### src/rtl/conv_seq_ctrl.sv
// Sequencer for the 3x3 convolution accelerator: loads weights, clears the
// engine, then streams pixels from memory through it and writes results back.
module conv_seq_ctrl #(
  parameter int AW = 16,
  parameter int DW = 32,
  parameter int NW = 16
) (
  input  logic          clk,
  input  logic          rst_n,
  input  logic          start,
  input  logic          abort,
  input  logic [AW-1:0] w_base,
  input  logic [AW-1:0] px_base,
  input  logic [AW-1:0] res_base,
  input  logic [NW-1:0] npix,
  output logic          busy,
  output logic          done,
  output logic          mem_req,
  output logic          mem_we,
  output logic [AW-1:0] mem_addr,
  output logic [DW-1:0] mem_wdata,
  input  logic          mem_gnt,
  input  logic [DW-1:0] mem_rdata,
  output logic          acc_en,
  output logic          acc_we,
  output logic [3:0]    acc_addr,
  output logic [DW-1:0] acc_din,
  input  logic [DW-1:0] acc_dout
);

  typedef enum logic [3:0] {
    IDLE,
    RD_W,
    WT_W,
    WR_W,
    CLR,
    RD_PX,
    WT_PX,
    WR_PX,
    RD_ACC,
    CAP,
    WR_RES,
    DONE
  } state_t;

  state_t        state;
  state_t        state_nxt;

  logic [AW-1:0] w_base_r;
  logic [AW-1:0] px_base_r;
  logic [AW-1:0] res_base_r;
  logic [NW-1:0] npix_r;
  logic [3:0]    j;
  logic [NW-1:0] k;
  logic [DW-1:0] data_r;
  logic          last_pix;

  assign last_pix = (k == (npix_r - NW'(1)));

  always_ff @(posedge clk or negedge rst_n) begin
    if (!rst_n) begin
      state <= IDLE;
    end else begin
      state <= state_nxt;
    end
  end

  // One data register is shared: weight, pixel and result never overlap in time.
  always_ff @(posedge clk or negedge rst_n) begin
    if (!rst_n) begin
      w_base_r   <= '0;
      px_base_r  <= '0;
      res_base_r <= '0;
      npix_r     <= '0;
      j          <= '0;
      k          <= '0;
      data_r     <= '0;
    end else if (!abort) begin
      case (state)
        IDLE: begin
          if (start) begin
            w_base_r   <= w_base;
            px_base_r  <= px_base;
            res_base_r <= res_base;
            npix_r     <= npix;
            j          <= '0;
            k          <= '0;
          end
        end
        WT_W, WT_PX: data_r <= mem_rdata;
        CAP:         data_r <= acc_dout;
        WR_W: begin
          if (j != 4'd8) begin
            j <= j + 4'd1;
          end
        end
        WR_RES: begin
          if (mem_gnt && !last_pix) begin
            k <= k + NW'(1);
          end
        end
        default: ;
      endcase
    end
  end

  always_comb begin
    state_nxt = state;
    busy      = (state != IDLE);
    done      = 1'b0;
    mem_req   = 1'b0;
    mem_we    = 1'b0;
    mem_addr  = '0;
    mem_wdata = '0;
    acc_en    = 1'b0;
    acc_we    = 1'b0;
    acc_addr  = 4'd0;
    acc_din   = '0;

    case (state)
      IDLE: begin
        if (start) begin
          state_nxt = RD_W;
        end
      end
      RD_W: begin
        mem_req  = 1'b1;
        mem_addr = w_base_r + AW'(j);
        if (mem_gnt) begin
          state_nxt = WT_W;
        end
      end
      WT_W: state_nxt = WR_W;
      WR_W: begin
        acc_en    = 1'b1;
        acc_we    = 1'b1;
        acc_addr  = 4'd3 + j;
        acc_din   = data_r;
        state_nxt = (j == 4'd8) ? CLR : RD_W;
      end
      CLR: begin
        acc_en    = 1'b1;
        acc_we    = 1'b1;
        acc_addr  = 4'd2;
        state_nxt = (npix_r == '0) ? DONE : RD_PX;
      end
      RD_PX: begin
        mem_req  = 1'b1;
        mem_addr = px_base_r + AW'(k);
        if (mem_gnt) begin
          state_nxt = WT_PX;
        end
      end
      WT_PX: state_nxt = WR_PX;
      WR_PX: begin
        acc_en    = 1'b1;
        acc_we    = 1'b1;
        acc_addr  = 4'd0;
        acc_din   = data_r;
        state_nxt = RD_ACC;
      end
      RD_ACC: begin
        acc_en    = 1'b1;
        acc_addr  = 4'd1;
        state_nxt = CAP;
      end
      CAP: state_nxt = WR_RES;
      WR_RES: begin
        mem_req   = 1'b1;
        mem_we    = 1'b1;
        mem_addr  = res_base_r + AW'(k);
        mem_wdata = data_r;
        if (mem_gnt) begin
          state_nxt = last_pix ? DONE : RD_PX;
        end
      end
      DONE: begin
        done      = 1'b1;
        state_nxt = IDLE;
      end
      default: state_nxt = IDLE;
    endcase

    // Abort overrides every transition, including a start seen in IDLE.
    if (abort) begin
      state_nxt = IDLE;
    end
  end

endmodule

### config.mk
export PLATFORM = sky130hd
export DESIGN_NAME = conv_seq_ctrl
export DESIGN_NICKNAME = d
export VERILOG_FILES = /design/src/rtl/conv_seq_ctrl.sv
export SDC_FILE = /design/constraint.sdc
export NUM_CORES = 1
export LEC_CHECK = 0
export BUFFER_PORTS_ARGS = -buffer_cell sky130_fd_sc_hd__buf_4
export CORE_MARGIN = 5
export CORE_UTILIZATION = 41
export CTS_BUF_LIST = sky130_fd_sc_hd__clkbuf_4
export CTS_CLUSTER_DIAMETER = 60
export DETAILED_ROUTE_END_ITERATION = 6
export MAX_ROUTING_LAYER = met4
export PLACE_DENSITY = 0.62
export SYNTH_ARGS = -nofsm -noshare
export SYNTH_HDL_FRONTEND = slang
export SYNTH_SLANG_ARGS = --single-unit
### constraint.sdc
create_clock -name clk -period 4.8 [get_ports clk]
set_input_delay 0.48 -clock clk [delete_from_list [all_inputs] [get_ports clk]]
set_output_delay 0.48 -clock clk [all_outputs]
set_load 0.005 [all_outputs]
==> summary.md, run 1 <==
| Metric | Value |
|---|---|
| Cells after Synth | 936 |
| P&R area growth vs syn | 29.0% |
| Die height | 148 um |
| Final HPWL from detailed placement | 18.6 mm |
| Mean Syn Cell Area | 8.36 sq um |
| Clock Skews | 0.0217 ns |
| CTS tree | yes |
| Final nets | 1302 |
| Tightest Pin Transition | 0.895 ns |
| CP Buf/Inv Count | 2 |
| Hold Path Class | primary input to register |
| FF-to-FF Start | npix_r[0] |
| Synth Flop Type | dfrtp_1 |
| Reg2Reg Setup Slack | 1.34 ns |
| Final Hold Fails | 0 |
| F_max | 221 MHz |
| PD cells | 355 mW/mm^2 |
| Post-synth top area share | 38.4% |
| Wire per inst | 17.4 um |
| Placer Congestion | 0.902 |
| Row count | 50 |
| Min-delay src | npix[4] |
| Die width | 148 um |
| Filler cells | 1829 |
| Die ar. | 0.0219 sq mm |
| Core ar. | 0.0188 sq mm |
| Setup Crit Path Kind | register to primary output |
| CP required | 4.32 ns |
| Ys Warns | 0 |
| Final ANT Viol Nets | 0 |
| Leak Pwr | 0.00489 uW |
| Outcome | completed |
| Crit-path max FO | 15 |
| Longest Clk Path Bufs | 2 |
| Final Critical Period | 4.52 ns |
| Startpoint Class | register |
| Crit. End Element | primary output |
| Via count | 7234 |
| Hold path cells | 3 |
| Initial antenna violation count | 1 |
| Clock root buffer | clkbuf_4 |
| CTS sink count | 120 |
| Layout Cells excl Fill | 1391 |
| Pre-antenna DRT Iters | 7 |
| Mapped Area | 0.00782 sq mm |
| Adder-Cell Fraction of Synth Area | 4.35% |
| Clk slew on worst S/H paths | 0.13 ns |
| Num CTS Buffers | 17 |
| Area contributors post-synth | dfrtp_1, nand2_1, mux2i_1 |
| Netlist cell types | 64 |
| Total power | 3580 uW |
| Fin. max-slew vios | 0 |
| Arrival @ worst endpoint | 4.04 ns |
| DR iter-0 viols | 473 |
| Vias in the first global route | 7162 |
| Yosys reg bits | 120 |
| Clock latency on the worst-skew pair | 0.55 ns |
| PortBufs | 222 |
| Sequential-to-total area share from yosys stat | 38.4% |
| Post-synth EDFFs | 0 |
| Final setup fails | 0 |
| Initial Util | 41.7% |
| CP cell instances | nand2b_2, nor3b_4, buf_4, mux2_2, ha_1, or3_1, a311o_1, a31o_2, a211o_1, nand2_1, o22ai_1, buf_4 |
| MaxCap Viol Count | 0 |
| Top cell by count, worst path | buf_4 |
| Worst VDD drop | 0.000249 V |
| Capture point of the worst reg-to-reg path | k[1] |
| Residual DRC count | 0 |
| Gr usage total | 22.8% |
| Synth Area in Compound Gates | 12.6% |
| Detailed Route WL | 24.2 mm |
| First-pass GRT wire length | 38.6 mm |
| Inst Count DP | 1355 |
| R2R depth | 11 |
| Gr ovfl total | 0 |
| Via density | 5.20 |
| Post-synthesis mux area share | 7.93% |
| Share of cells above drive strength 1 | 26.8% |
| Post-Synth XOR/XNOR Area | 5.71% |
| Ys async rst share | 100% |
| Period utilization | 94.1% |
| Crit-path leading delay family | simple AND/OR/NAND/NOR gates |
| IO Pins | 223 |
| Post-Synth Simple-Gate Area | 27.4% |
| Main combinational cell family by area after synthesis | simple AND/OR/NAND/NOR gates |
| Top cell type by total area after synthesis | dfrtp_1 |
| H-tree depth | 4 |
| Critical Path Max Stage Delay | 0.41 ns |
| CP max stage cell | a311o_1 |
| Largest net degree at the start of global routing | 73 |
| Hold-critical path endpoint | npix_r[4] |
| Syn nets | 1095 |
| Worst rel slew slack | 40.2% |
metrics by stage:
| step | setup TNS (ns) | worst slack, ns | area [sq um] | hold WS, ns | util [%] |
|---|---|---|---|---|---|
| global route | -0.00962 | -0.00962 | 10100 | 0.0605 | 53.8 |
| finish | 0 | 0.283 | 10100 | 0.117 | 53.8 |
| CTS | 0 | 0.000687 | 10000 | 0.0530 | 53.5 |
| floorplan | 0 | 0.587 | 7820 | 0.184 | - |
| global placement | 0 | 0.636 | 9730 | 0.460 | 51.8 |
| detailed placement | 0 | 0.534 | 9730 | 0.459 | 51.8 |
report_power, final:
group | switching [uW] | internal [uW]
sequential | 309 | 1330
combinational | 628 | 548
clock | 443 | 319
total | 1380 | 2200
cell families after synthesis:
family                     count (synthesis)
buffers and inverters                     73
adders and majority gates                 26
AOI/OAI and AO/OA                        149
and+or+nand+nor                          457
DFF                                      120
muxes                                     60
xor gates and xnor gates                  51
Yosys cell counts (all sizes together) (2+ instances only):
cell / number
nand2: 218
dfrtp: 120
nor2: 74
and2: 71
a21oi: 56
clkbuf: 48
mux2i: 44
xor2: 28
ha: 24
o21ai: 23
xnor2: 23
inv: 20
mux2: 16
nand3: 14
nor3: 14
and3: 13
nand2b: 12
o22ai: 12
o211ai: 9
a31oi: 7
nand4: 7
nor2b: 6
nor3b: 6
o2111ai: 6
a211o: 5
buf: 5
or4: 5
a2111oi: 4
a21o: 4
nor4: 4
or3: 4
nand3b: 3
o21a: 3
or2: 3
a211oi: 2
a31o: 2
a41o: 2
fa: 2
o31ai: 2
o32ai: 2
routing by layer:
layer	part of all wire [%]	routed length (um)	GRT usage, %	vias up
met3	5.8	1400	5.30	25
li1	-	-	-	3597
met4	1.4	339	5.27	0
met1	47	11500	31.3	3401
met5	0	0	-	-
met2	45	11000	34.5	211
worst register-to-register path: cells and delay by family, from the launching register on:
kind / cells / cell delay [ns]
adders and majority gates: 1 / 0.18
DFF: 1 / 0.45
buffers and inverters: 2 / 0.26
and+or+nand+nor: 4 / 1.20
AOI/OAI and AO/OA: 3 / 1.07
muxes: 1 / 0.21
layout by cell type, fill, tap and decap left out, types with 4 or more instances in the layout:
cell type  synthesis  final
nor2b_1            6      5
or4_1              4      4
buf_4              1    240
inv_1             20     20
ha_1              24     24
o2111ai_1          6      6
nor3b_1            5      4
a21o_1             4      4
nand2b_1          12     10
o21ai_0           21     21
nand2_1          218    218
and3_1            13     13
nand4_1            7      7
xor2_1            28     28
a21oi_1           55     54
o211ai_1           9      9
mux2_2            16     16
a211o_1            5      5
xnor2_1           23     23
dfrtp_1          120    120
nor2_1            74     73
mux2i_1           44     44
a31oi_1            7      5
o22ai_1           12     12
inv_6              0      4
nand3_1           14     14
nor3_1            14     14
or3_1              4      4
clkbuf_4           0     17
clkinv_4           0      4
and2_1            70     70
sequential cells by signal, summed over array words and instances (netlist names):
signal	cells
data_r	32
k	16
w_base_r	16
npix_r	16
px_base_r	16
j	4
res_base_r	16
state	4
how the worst max path moves through the flow:
| stage | from | endpoint | slack [ns] | depth (start not counted) |
|---|---|---|---|---|
| after global placement | state[2] | mem_addr[14] | 0.64 | 12 |
| after detailed placement | state[2] | mem_addr[14] | 0.53 | 12 |
| after CTS | state[2] | mem_addr[14] | 0.0007 | 12 |
| after global routing | state[2] | mem_addr[14] | -0.01 | 14 |
| after floorplan | state[3] | mem_addr[14] | 0.59 | 16 |
| final | state[2] | mem_addr[10] | 0.28 | 12 |
area by class of cell:
cell class | count | area [sq um] | area share [%]
timing repair buffer | 241 | 1810 | 18.0
tap | 234 | 293 | 2.90
clock buffer | 17 | 128 | 1.26
antenna | 1 | 2.50 | 0.0248
multi-input combinational | 743 | 4610 | 45.7
clock inverter | 15 | 168 | 1.66
sequential | 120 | 3000 | 29.8
inverter | 20 | 75.1 | 0.744
timing repair:
action	in CTS	in global routing
hold endpoints to repair	33	0
resized for setup	1	5
buffers inserted	0	2
pin swaps	0	3
setup endpoints to repair	4	5
hold buffers	1	0
Power figures use the tool's default switching activity.
==> run 2: changes to the inputs <==
CORE_ASPECT_RATIO = 1.25   (was default)
GPL_ROUTABILITY_DRIVEN = 0   (was default)
==> summary.md, run 2 (synthesized netlist as in run 1, its figures left out) <==
| Metric | Value |
|---|---|
| Core ar. | 0.0188 sq mm (about the same) |
| Crit. End Element | primary output |
| IO Pins | 223 (unchanged) |
| Largest register by flop count | data_r |
| Final Critical Period | 4.45 ns (-0.0625 ns) |
| Largest net degree at the start of global routing | 73 (unchanged) |
| Row count | 56 (+12%) |
| Clock Power Share | 23.8% (+2.5 points) |
| Critical Path Max Stage Delay | 0.41 ns (about the same) |
| Via count | 7238 (+0.055%) |
| CP Buf/Inv Count | 3 (+1) |
| Final nets | 1302 (unchanged) |
| Most frequent cells in the layout | buf_4, nand2_1, dfrtp_1 |
| H-tree depth | 4 (unchanged) |
| Crit-path leading delay family | compound AO/OA/AOI/OAI gates |
| Gr usage total | 22.0% (-0.77 points) |
| PD cells | 359 mW/mm^2 (+1.2%) |
| Finished Cell Area | 0.0101 sq mm (+0.37%) |
| CP max stage cell | a311o_1 |
| Tightest Pin Transition | 1.12 ns (+0.222 ns) |
| Outcome | completed |
| Hold Slack | 0.122 ns (+0.00565 ns) |
| Arrival @ worst endpoint | 3.97 ns (-0.07 ns) |
| CTS sink count | 120 (unchanged) |
| Setup Crit Path Kind | register to primary output |
| Final Hold Fails | 0 (unchanged) |
| CTS tree | yes |
| Final ANT Viol Nets | 0 (unchanged) |
| Share of power burned in registers | 44.9% (-0.9 points) |
| Num CTS Buffers | 17 (unchanged) |
| Top cell by count, worst path | nand2b_1 |
| Initial antenna violation count | 1 (unchanged) |
| Worst rel slew slack | 25.5% (-15 points) |
| RSZ-0062 raised after global routing | no |
| Sw frac | 36.7% (-1.9 points) |
| CP required | 4.32 ns (about the same) |
| Total power | 3630 uW (+1.6%) |
| Share of cells above drive strength 1 | 26.7% (-0.087 points) |
| Wire per inst | 16.9 um (-3.1%) |
| Clock root buffer | clkbuf_4 |
| Clk slew on worst S/H paths | 0.13 ns (about the same) |
| Die ar. | 0.0220 sq mm (about the same) |
| Initial Util | 41.7% (about the same) |
| Reg2Reg Setup Slack | 1.35 ns (about the same) |
| P&R area growth vs syn | 29.5% |
| Final HPWL from detailed placement | 17.7 mm (-5.2%) |
| Leak Pwr | 0.00492 uW (+0.56%) |
| First-pass GRT wire length | 37.7 mm (-2.5%) |
| Via density | 5.21 (+0.20%) |
| Net Sw Power | 1330 uW (-3.4%) |
| PortBufs | 222 (unchanged) |
| Most common cell after layout, fill and taps aside | buf_4 |
| Pre-antenna DRT Iters | 5 (-2) |
| F_max | 224 MHz (+1.4%) |
| Max reg flops | 32 (unchanged) |
| Detailed Route WL | 23.5 mm (-3.3%) |
| CP cell instances | nand2b_1, nor3b_4, buf_6, mux2_2, ha_1, inv_1, fa_1, nor2b_1, o21ai_0, nand2b_1, a311o_1, a31o_2, a211o_1, nand2_1, o22ai_1, buf_4 |
| DR iter-0 viols | 426 (-9.9%) |
| Hold Path Class | primary input to register |
| Clock latency on the worst-skew pair | 0.54 ns (about the same) |
| MaxCap Viol Count | 0 (unchanged) |
| Die width | 134 um (-9.8%) |
| Residual DRC count | 0 (unchanged) |
| Crit-path max FO | 4 (-11) |
| Longest Clk Path Bufs | 2 (unchanged) |
| Worst VDD drop | 0.000218 V (-13%) |
| Die height | 164 um (+11%) |
| Fin. max-slew vios | 0 (unchanged) |
| Placed Area | 0.00972 sq mm (-0.13%) |
| Vias in the first global route | 7199 (+0.52%) |
| Startpoint Class | register |
| Clock Skews | 0.0130 ns (-0.00869 ns) |
| Gr ovfl total | 0 (unchanged) |
| Comb power frac | 31.3% (-1.6 points) |
| Final setup fails | 0 (unchanged) |
| P_int | 2300 uW (+4.7%) |
| Setup_tns | 0 ns (unchanged) |
| Period utilization | 92.8% (-1.3 points) |
## run 2: changes by cell type in the layout (fill, tap and decap cells not counted), sizes merged
cell      previous run  this run
bufinv               2         4
clkinvlp             3         1
## run 2: repair_timing
action                                  in CTS  in global routing
resized for setup                            1                  3
hold buffers                                 1                  0
pin swaps                                    0                  1
hold endpoints to repair                    12                  0
endpoints found under the setup margin       1                  3
buffers inserted                             0                  5
## run 2: metrics by stage
stage	util, %	cells	setup WS, ns
floorplan	-	936	0.587
global placement	51.7	1350	0.706
detailed placement	51.7	1350	0.600
CTS	53.7	1383	0.0565
global route	53.9	1389	0.0694
finish	53.9	1389	0.345
## run 2: final timing paths
| check | cells after the start | start | end |
|---|---|---|---|
| max | 16 | state[2] | mem_addr[10] |
| min | 3 | px_base[14] | px_base_r[14] |
| max reg2reg | 11 | npix_r[0] | k[11] |
| min reg2reg | 2 | res_base_r[7] | res_base_r[7] |
| max in group asynchronous | 3 | rst_n | state[1] |
| min in group asynchronous | 2 | rst_n | data_r[10] |
## run 2: routing by layer
layer	track usage [%]	routed length, um	share of wire (%)	up-vias
li1	-	-	-	3605
met1	27.0	10000	43	3371
met2	36.2	11400	48	245
met3	6.22	1720	7.3	17
met4	5.47	344	1.5	0
met5	-	0	0	-
## run 2: tightest hold or removal path, stage by stage
cell and delay, ns:
buf_4 0.08, nand2_1 0.04, nand2_1 0.04
## run 2: cell type report
| class | instances | area, sq um |
|---|---|---|
| inverter | 20 | 75.1 |
| timing repair buffer | 241 | 1830 |
| antenna | 1 | 2.50 |
| tap | 232 | 290 |
| multi-input combinational | 743 | 4580 |
| fill | 1819 | 8650 |
| clock inverter | 15 | 215 |
| sequential | 120 | 3000 |
| clock buffer | 17 | 128 |
## run 2: power by group through the flow
| stage | Clock [uW] | Sequential (uW) | Combinational [uW] |
|---|---|---|---|
| 2_1_floorplan | 0 | 1530 | 824 |
| 3_3_place_gp | 0 | 1650 | 1120 |
| 3_5_place_dp | 0 | 1640 | 1140 |
| 4_1_cts | 891 | 1630 | 1150 |
| 5_1_grt | 923 | 1680 | 1300 |
| 6_report | 865 | 1630 | 1140 |
